File: src/rtl/stopwatch_counter.sv
// Counts 1-cycle millisecond ticks into BCD MM:SS.mmm under start/stop/clear/lap button control.
// Latency: one clock from a tick or button edge to the updated outputs. No backpressure; every tick in RUN is consumed.
module stopwatch_counter #(
    parameter bit SATURATE = 1'b1
) (
    input  logic       clk,
    input  logic       reset,
    input  logic       ms_tick,
    input  logic       start,
    input  logic       stop,
    input  logic       clear,
    input  logic       lap,
    output logic [3:0] min_t,
    output logic [3:0] min_o,
    output logic [3:0] sec_t,
    output logic [3:0] sec_o,
    output logic [3:0] ms_h,
    output logic [3:0] ms_t,
    output logic [3:0] ms_o,
    output logic       running,
    output logic       hold,
    output logic       overflow
);

    typedef enum logic [1:0] {
        IDLE  = 2'd0,
        RUN   = 2'd1,
        PAUSE = 2'd2,
        DONE  = 2'd3
    } state_t;

    // Digit order, index 6 down to 0: min_t min_o sec_t sec_o ms_h ms_t ms_o
    localparam logic [6:0][3:0] DIG_MAX = {4'd9, 4'd9, 4'd5, 4'd9, 4'd9, 4'd9, 4'd9};

    state_t          state;
    state_t          state_nxt;
    logic            start_q;
    logic            stop_q;
    logic            clear_q;
    logic            lap_q;
    logic            start_e;
    logic            stop_e;
    logic            clear_e;
    logic            lap_e;
    logic [6:0][3:0] cnt;
    logic [6:0][3:0] cnt_inc;
    logic [6:0][3:0] cnt_nxt;
    logic [6:0][3:0] snap;
    logic [6:0][3:0] snap_nxt;
    logic [6:0][3:0] disp;
    logic            carry;
    logic            at_max;
    logic            hold_nxt;
    logic            overflow_nxt;

    assign start_e = start & ~start_q;
    assign stop_e  = stop  & ~stop_q;
    assign clear_e = clear & ~clear_q;
    assign lap_e   = lap   & ~lap_q;

    always_ff @(posedge clk or negedge reset) begin
        if (!reset) begin
            start_q <= 1'b0;
            stop_q  <= 1'b0;
            clear_q <= 1'b0;
            lap_q   <= 1'b0;
        end else begin
            start_q <= start;
            stop_q  <= stop;
            clear_q <= clear;
            lap_q   <= lap;
        end
    end

    // Whole-count ripple in one cycle; carry surviving all digits means 99:59.999.
    always_comb begin
        carry   = 1'b1;
        cnt_inc = cnt;
        for (int i = 0; i < 7; i++) begin
            if (carry) begin
                if (cnt[i] >= DIG_MAX[i]) begin
                    cnt_inc[i] = 4'd0;
                end else begin
                    cnt_inc[i] = cnt[i] + 4'd1;
                    carry      = 1'b0;
                end
            end
        end
        at_max = carry;
    end

    always_comb begin
        state_nxt    = state;
        cnt_nxt      = cnt;
        snap_nxt     = snap;
        hold_nxt     = hold;
        overflow_nxt = overflow;
        if (clear_e) begin
            state_nxt    = IDLE;
            cnt_nxt      = '0;
            snap_nxt     = '0;
            hold_nxt     = 1'b0;
            overflow_nxt = 1'b0;
        end else begin
            // Counting looks at the state before this edge's button commands.
            if (state == RUN && ms_tick) begin
                overflow_nxt = overflow | at_max;
                if (!(at_max && SATURATE)) begin
                    cnt_nxt = cnt_inc;
                end
            end
            case (state)
                IDLE, PAUSE: begin
                    if (start_e && !stop_e) begin
                        state_nxt = RUN;
                    end
                end
                RUN: begin
                    if (ms_tick && at_max && SATURATE) begin
                        state_nxt = DONE;
                    end else if (stop_e) begin
                        state_nxt = PAUSE;
                    end
                end
                default: begin
                    state_nxt = state;
                end
            endcase
            if (lap_e) begin
                if (hold) begin
                    hold_nxt = 1'b0;
                end else if (state == RUN) begin
                    hold_nxt = 1'b1;
                    snap_nxt = cnt_nxt;
                end
            end
        end
    end

    always_ff @(posedge clk or negedge reset) begin
        if (!reset) begin
            state    <= IDLE;
            cnt      <= '0;
            snap     <= '0;
            hold     <= 1'b0;
            overflow <= 1'b0;
        end else begin
            state    <= state_nxt;
            cnt      <= cnt_nxt;
            snap     <= snap_nxt;
            hold     <= hold_nxt;
            overflow <= overflow_nxt;
        end
    end

    assign disp    = hold ? snap : cnt;
    assign min_t   = disp[6];
    assign min_o   = disp[5];
    assign sec_t   = disp[4];
    assign sec_o   = disp[3];
    assign ms_h    = disp[2];
    assign ms_t    = disp[1];
    assign ms_o    = disp[0];
    assign running = (state == RUN);

endmodule
File: config.mk
export PLATFORM = sky130hd
export DESIGN_NAME = stopwatch_counter
export DESIGN_NICKNAME = d
export VERILOG_FILES = /design/src/rtl/stopwatch_counter.sv
export SDC_FILE = /design/constraint.sdc
export NUM_CORES = 1
export LEC_CHECK = 0
export ABC_AREA = 1
export CAP_MARGIN = 20
export CORE_ASPECT_RATIO = 0.6
export CORE_MARGIN = 10
export CORE_UTILIZATION = 60
export CTS_BUF_LIST = sky130_fd_sc_hd__clkbuf_8
export DETAILED_ROUTE_END_ITERATION = 8
export PLACE_DENSITY = 0.83
export SLEW_MARGIN = 20
export SYNTH_ARGS = -nofsm -noshare
export SYNTH_HDL_FRONTEND = slang
export SYNTH_SLANG_ARGS = --single-unit
export TNS_END_PERCENT = 10
File: constraint.sdc
create_clock -name clk -period 2.6 [get_ports clk]
set_input_delay 0.52 -clock clk [delete_from_list [all_inputs] [get_ports clk]]
set_output_delay 0.52 -clock clk [all_outputs]
set_load 0.05 [all_outputs]
* Yosys cells after proc, flatten, opt, wreduce, memory -nomap -nowiden *
Index checks and enable logic that the tools add are counted.

word-level totals
  word-level logic and storage cells = 106
  register bits after elaboration = 64
  output and inout port bits = 31

cells by class
  muxes and demuxes = 45
  reduce and logical (&&, ||, !) cells = 12
  $add $sub $neg = 7
  equal/unequal tests = 5
  bitwise operators = 9
  $lt $le $gt $ge = 7

operator list
  operator                                                           count
  2-to-1 mux 28 bit                                                  8
  2-to-1 mux 4 bit                                                   13
  adder 4 x 1 -> 4 bit, second input constant                        7
  greater-or-equal comparator 4 bit, second input constant           6
  2-to-1 mux 1 bit                                                   19
  2-to-1 mux 2 bit                                                   4
  AND reduction 3 bit                                                2
  nonzero test 2 bit                                                 3
  bitwise AND 1 bit                                                  4
  greater-or-equal comparator 4 x 3 -> 1 bit, second input constant  1
  != test 4 x 1 -> 1 bit, second input constant                      1
  NOT 1 bit                                                          4
  case mux 2 bit (2 select lines)                                    1
  logical AND 1 bit                                                  3
  != test 3 bit, second input constant                               1
  nonzero test 3 bit                                                 1
  equality test 2 x 1 -> 1 bit, second input constant                1
  equality test 2 bit, second input constant                         1
  logical NOT 2 bit                                                  1
  != test 2 x 1 -> 1 bit, second input constant                      1
  OR reduction 2 bit                                                 1
  logical NOT 1 bit                                                  1
  OR 1 bit                                                           1

* Longest topological paths before layout *
  depth in word-level cells = 14
  depth in mapped cells = 15
  depth with buffers taken out = 15

* Least setup slack after synthesis *
OpenSTA, ideal clock, no wires.

  path kind = reg2out
  start point = reg hold
  end point = out min_o[2]
  stages on the path, launching flop included = 4
  setup slack = -0.073 ns
  path buffers = 2
  arrival = 2.153 ns
  path through = dfrtp_1 > clkbuf_1 > clkbuf_1 > o21ai_0

between the ends
  longest elaborated chain between the ends = 1

RTL lines
  element                 line  text
  start, declared         21    output logic hold,
  start signal, assigned  151   hold <= hold_nxt;
  2-to-1 mux 28 bit       156   assign disp = hold ? snap : cnt;
  end, declared           14    output logic [3:0] min_o,

Every way passes these cells.

* Worst setup path in the final report *
  start point = reg cnt[0] (netlist bit)
  end point = reg snap[25] (netlist bit)

between the ends
  longest elaborated chain between the ends = 14

RTL lines
  element                                                      line  text
  start, declared                                              45    logic [6:0][3:0] cnt;
  start signal, assigned                                       149   cnt <= cnt_nxt;
  greater-or-equal comparator 4 bit (*)                        81    if (cnt[i] >= DIG_MAX[i]) begin
  2-to-1 mux 1 bit (*)                                         81
  2-to-1 mux 1 bit (*) (5 in series)                           80    if (carry) begin
  2-to-1 mux 4 bit / 2-to-1 mux 1 bit (equally long branches)  80
  2-to-1 mux 28 bit (*)                                        108   if (!(at_max && SATURATE)) begin
  2-to-1 mux 28 bit (*)                                        106   if (state == RUN && ms_tick) begin
  2-to-1 mux 28 bit (*)                                        132   end else if (state == RUN) begin
  2-to-1 mux 28 bit (*)                                        130   if (hold) begin
  2-to-1 mux 28 bit (*)                                        129   if (lap_e) begin
  2-to-1 mux 28 bit (*)                                        98    if (clear_e) begin
  end signal, assigned                                         150   snap <= snap_nxt;
  end, declared                                                48    logic [6:0][3:0] snap;

Every way passes the cells marked *; elsewhere a longest branch is shown, timed or not. The select of a mux whose other input is x is not followed.
A chain may end at the register's enable or synchronous reset.

==> run_results.csv <==
group,metric,value,unit
status,status,"completed",
global_route,antenna_found_initial,0,
detailed_routing,drt-pass1-iter-count,7,
floorplan,rows,22,
logic_synthesis,synthFlopType,"dfrtp_1",
detailed_routing,drt.antenna.violating_nets,0,
detailed_routing,drtIter0Drc,586,
floorplan,die_y,83.26,µm
power,leakage,2.541,nW
global_route,grt_pass1_vias,4060,
detailed_routing,wl,11790,µm
final_layout,nNetsFinal,599,
placement,dpl_cell_area,0.004753,mm²
flow_run,drv_cap,0,
min_path,hold_class,"primary input to asynchronous set/reset pin",
sta,rsz0062_at_grt,"false",
cts,cts_buffer_depth,2,
logic_synthesis,muxShareOfSynthArea,0,%
detailed_routing,vias,4044,
logic_synthesis,synth_cells,533,
logic_synthesis,ys_warn_count,0,
logic_synthesis,ys_ff_latch,64,
logic_synthesis,synth_xor_area_share,1.532,%
logic_synthesis,syn_area_per_cell,7.507,µm²
logic_synthesis,synth_top_family_by_area,"simple AND/OR/NAND/NOR gates",
placement,portBuffers,37,
cts,clkTransAtPathRegs,80,ps
logic_synthesis,post-synth-top-count-cell,"nand2_1",
sta,period_needed,2479,ps
cts,ctsHoldBuffers,0,
global_route,grt_overflow,0,
final_layout,final_util,79.92,%
logic_synthesis,synth_cell_types,42,
power,vdd_drop_max,661.7,µV
cts,cts_setup_buffers,0,
power,finalPower,5.173,mW
cts,ctsHtreeMaxLevel,3,
detailed_routing,wl_per_cell,17.86,µm
sta,setup_viol,0,
critical_path,worstPathMaxFanout,10,
detailed_routing,drc,0,
cts,cts_resized,0,
cts,root_buffer,"clkbuf_8",
critical_path,end_kind,"register",
logic_synthesis,synth_top_cell_area_share,40.03,%
logic_synthesis,synth-seq-area-share,40.03,%
floorplan,initial_core_util,63.76,%
final_layout,syn_to_final_growth,25.36,%
logic_synthesis,synthTopCellsByCount,"nand2_1 (167), dfrtp_1 (64), inv_1 (55), o21ai_0 (45), nand3_1 (42)",
sta,hold-worst-slack,161.2,ps
final_layout,n_antenna_cell,0,
sta,layout_worst_path_cycle_share,95.35,%
power,p_per_area,1031,mW/mm²
sta,relSlewSlack,58.18,%
logic_synthesis,synthSimpleGateAreaFrac,32.86,%
critical_path,required,2870,ps
critical_path,setup.worst_path.start_class,"register",
sta,worstMarginPinSlew,627.4,ps
logic_synthesis,syn_nets,561,
final_layout,postLayoutCellArea,0.005016,mm²
sta,setup_tns,0,ps
logic_synthesis,synth_compound_area_share,10.54,%
final_layout,drive_gt1_share,15.10,%
cts,cts.sinks,64,
logic_synthesis,synth_top_cell_by_area,"dfrtp_1",
sta,hold_viol,0,
sta,fmax,403.4,MHz
floorplan,die_area,0.01044,mm²
cts,numCtsBuffers,9,
floorplan,coreArea,0.006276,mm²
critical_path,crit_arrival,2750,ps
sta,finalMaxSlewViolations,0,
logic_synthesis,syn-cell-area,0.004001,mm²
critical_path,r2r_slack,120,ps
logic_synthesis,synthAdderAreaFrac,6.567,%
floorplan,fp.dieW,125.4,µm
global_route,grt_pass1_wl,19160,µm
logic_synthesis,ys_top_cells_by_area,"dfrtp_1 (40%), nand2_1 (16%), ha_1 (6.6%)",
critical_path,path_class,"register to register",
logic_synthesis,async_flop_share,100.0,%
placement,place_hpwl,7503,µm
logic_synthesis,synth_edf_count,0,
sta,clock_skew,10.25,ps
final_layout,nFillCells,418,
global_route,grt_usage,21.67,%
placement,place_congestion,0.8945,
global_route,grt_max_degree,43,
floorplan,ios,38,
cts,clk_latency,370,ps
cts,cts_tree,"built",
detailed_routing,viasPerCell,6.127,
==> worst paths after layout <==
check | from | to | depth (start not counted)
setup / recovery | cnt[0] | snap[25] | 13
hold / removal | reset | start_q | 1
setup reg to reg | cnt[0] | snap[25] | 13
hold reg to reg | snap[24] | snap[24] | 2
max in group asynchronous | reset | snap[4] | 2
min in group clk | snap[24] | snap[24] | 2
==> routing by layer <==
metal / track usage [%] / up-vias / part of all wire (%)
li1: - / 1798 / -
met5: 0 / - / 0
met3: 8.503 / 70 / 13
met2: 32.86 / 295 / 43
met4: 9.731 / 0 / 3.9
met1: 26.53 / 1881 / 39
==> logic make-up (layout without fill, tap and decap cells) <==
| group | count (synthesis) | count (layout) |
|---|---|---|
| flip-flops | 64 | 64 |
| adder cells (fa/ha/maj) | 21 | 21 |
| buffers and inverters | 84 | 126 |
| AO/OA/AOI/OAI | 75 | 75 |
| AND/OR/NAND/NOR | 282 | 283 |
| XOR/XNOR | 7 | 7 |
==> report_power, final <==
group	total (mW)	internal [mW]	switching, mW
registers	1.46	1.24	0.218
clock network	1.10	0.668	0.435
logic	2.61	0.960	1.65
total	5.17	2.87	2.31
==> worst max-delay path, cell delays in order, from the launching register on <==
cell and delay (ps):
dfrtp_1 430, inv_1 130, ha_1 230, nand3_1 110
nand2_2 130, nor2_8 200, nand4_2 170, nor2_2 300
buf_4 220, a21oi_1 130, nand2_1 120, o21ai_2 70
nand2_1 60, nand2_1 50
==> layout make-up <==
cell class                      count  area [µm²]  share of cell area (%)
Clock buffer                       10       137.6                   2.744
Multi-Input combinational cell    386        2073                   41.33
Tap cell                           84       105.1                   2.095
Clock inverter                      6       115.1                   2.295
Timing Repair Buffer               48       750.7                   14.97
Sequential cell                    64        1602                   31.93
Inverter                           62       232.7                   4.640
==> stage by stage <==
| step | setup WS [ps] | cells |
|---|---|---|
| after floorplan | -73.08 | 533 |
| after detailed placement | 243.8 | 643 |
| after global placement | 271.8 | 643 |
| after CTS | 134.6 | 659 |
| final | 120.8 | 660 |
| after global routing | 19.11 | 660 |
==> cell usage in the layout, fill, tap and decap left out, drive strengths merged <==
cell | netlist | layout
buf | 10 | 41
nor2 | 32 | 32
clkinv | 1 | 2
xor2 | 5 | 5
ha | 21 | 21
o21a | 1 | 1
nand3 | 47 | 48
a21oi | 13 | 13
and3 | 2 | 2
clkinvlp | 0 | 1
nand4 | 20 | 20
clkbuf | 12 | 10
o31ai | 1 | 1
o2111ai | 2 | 2
clkdlybuf4s50 | 0 | 7
nand2 | 171 | 171
dfrtp | 64 | 64
xnor2 | 2 | 2
o21ai | 53 | 53
a21boi | 2 | 2
a31oi | 3 | 3
inv | 61 | 62
nand3b | 4 | 4
nor3 | 4 | 4
bufinv | 0 | 3
and2 | 2 | 2
==> state kept, by name, indices dropped and copies added (netlist names) <==
register  flops
cnt          28
snap         28
state         2
clear_q       1
hold          1
lap_q         1
overflow      1
start_q       1
stop_q        1
Power figures use the tool's default switching activity.
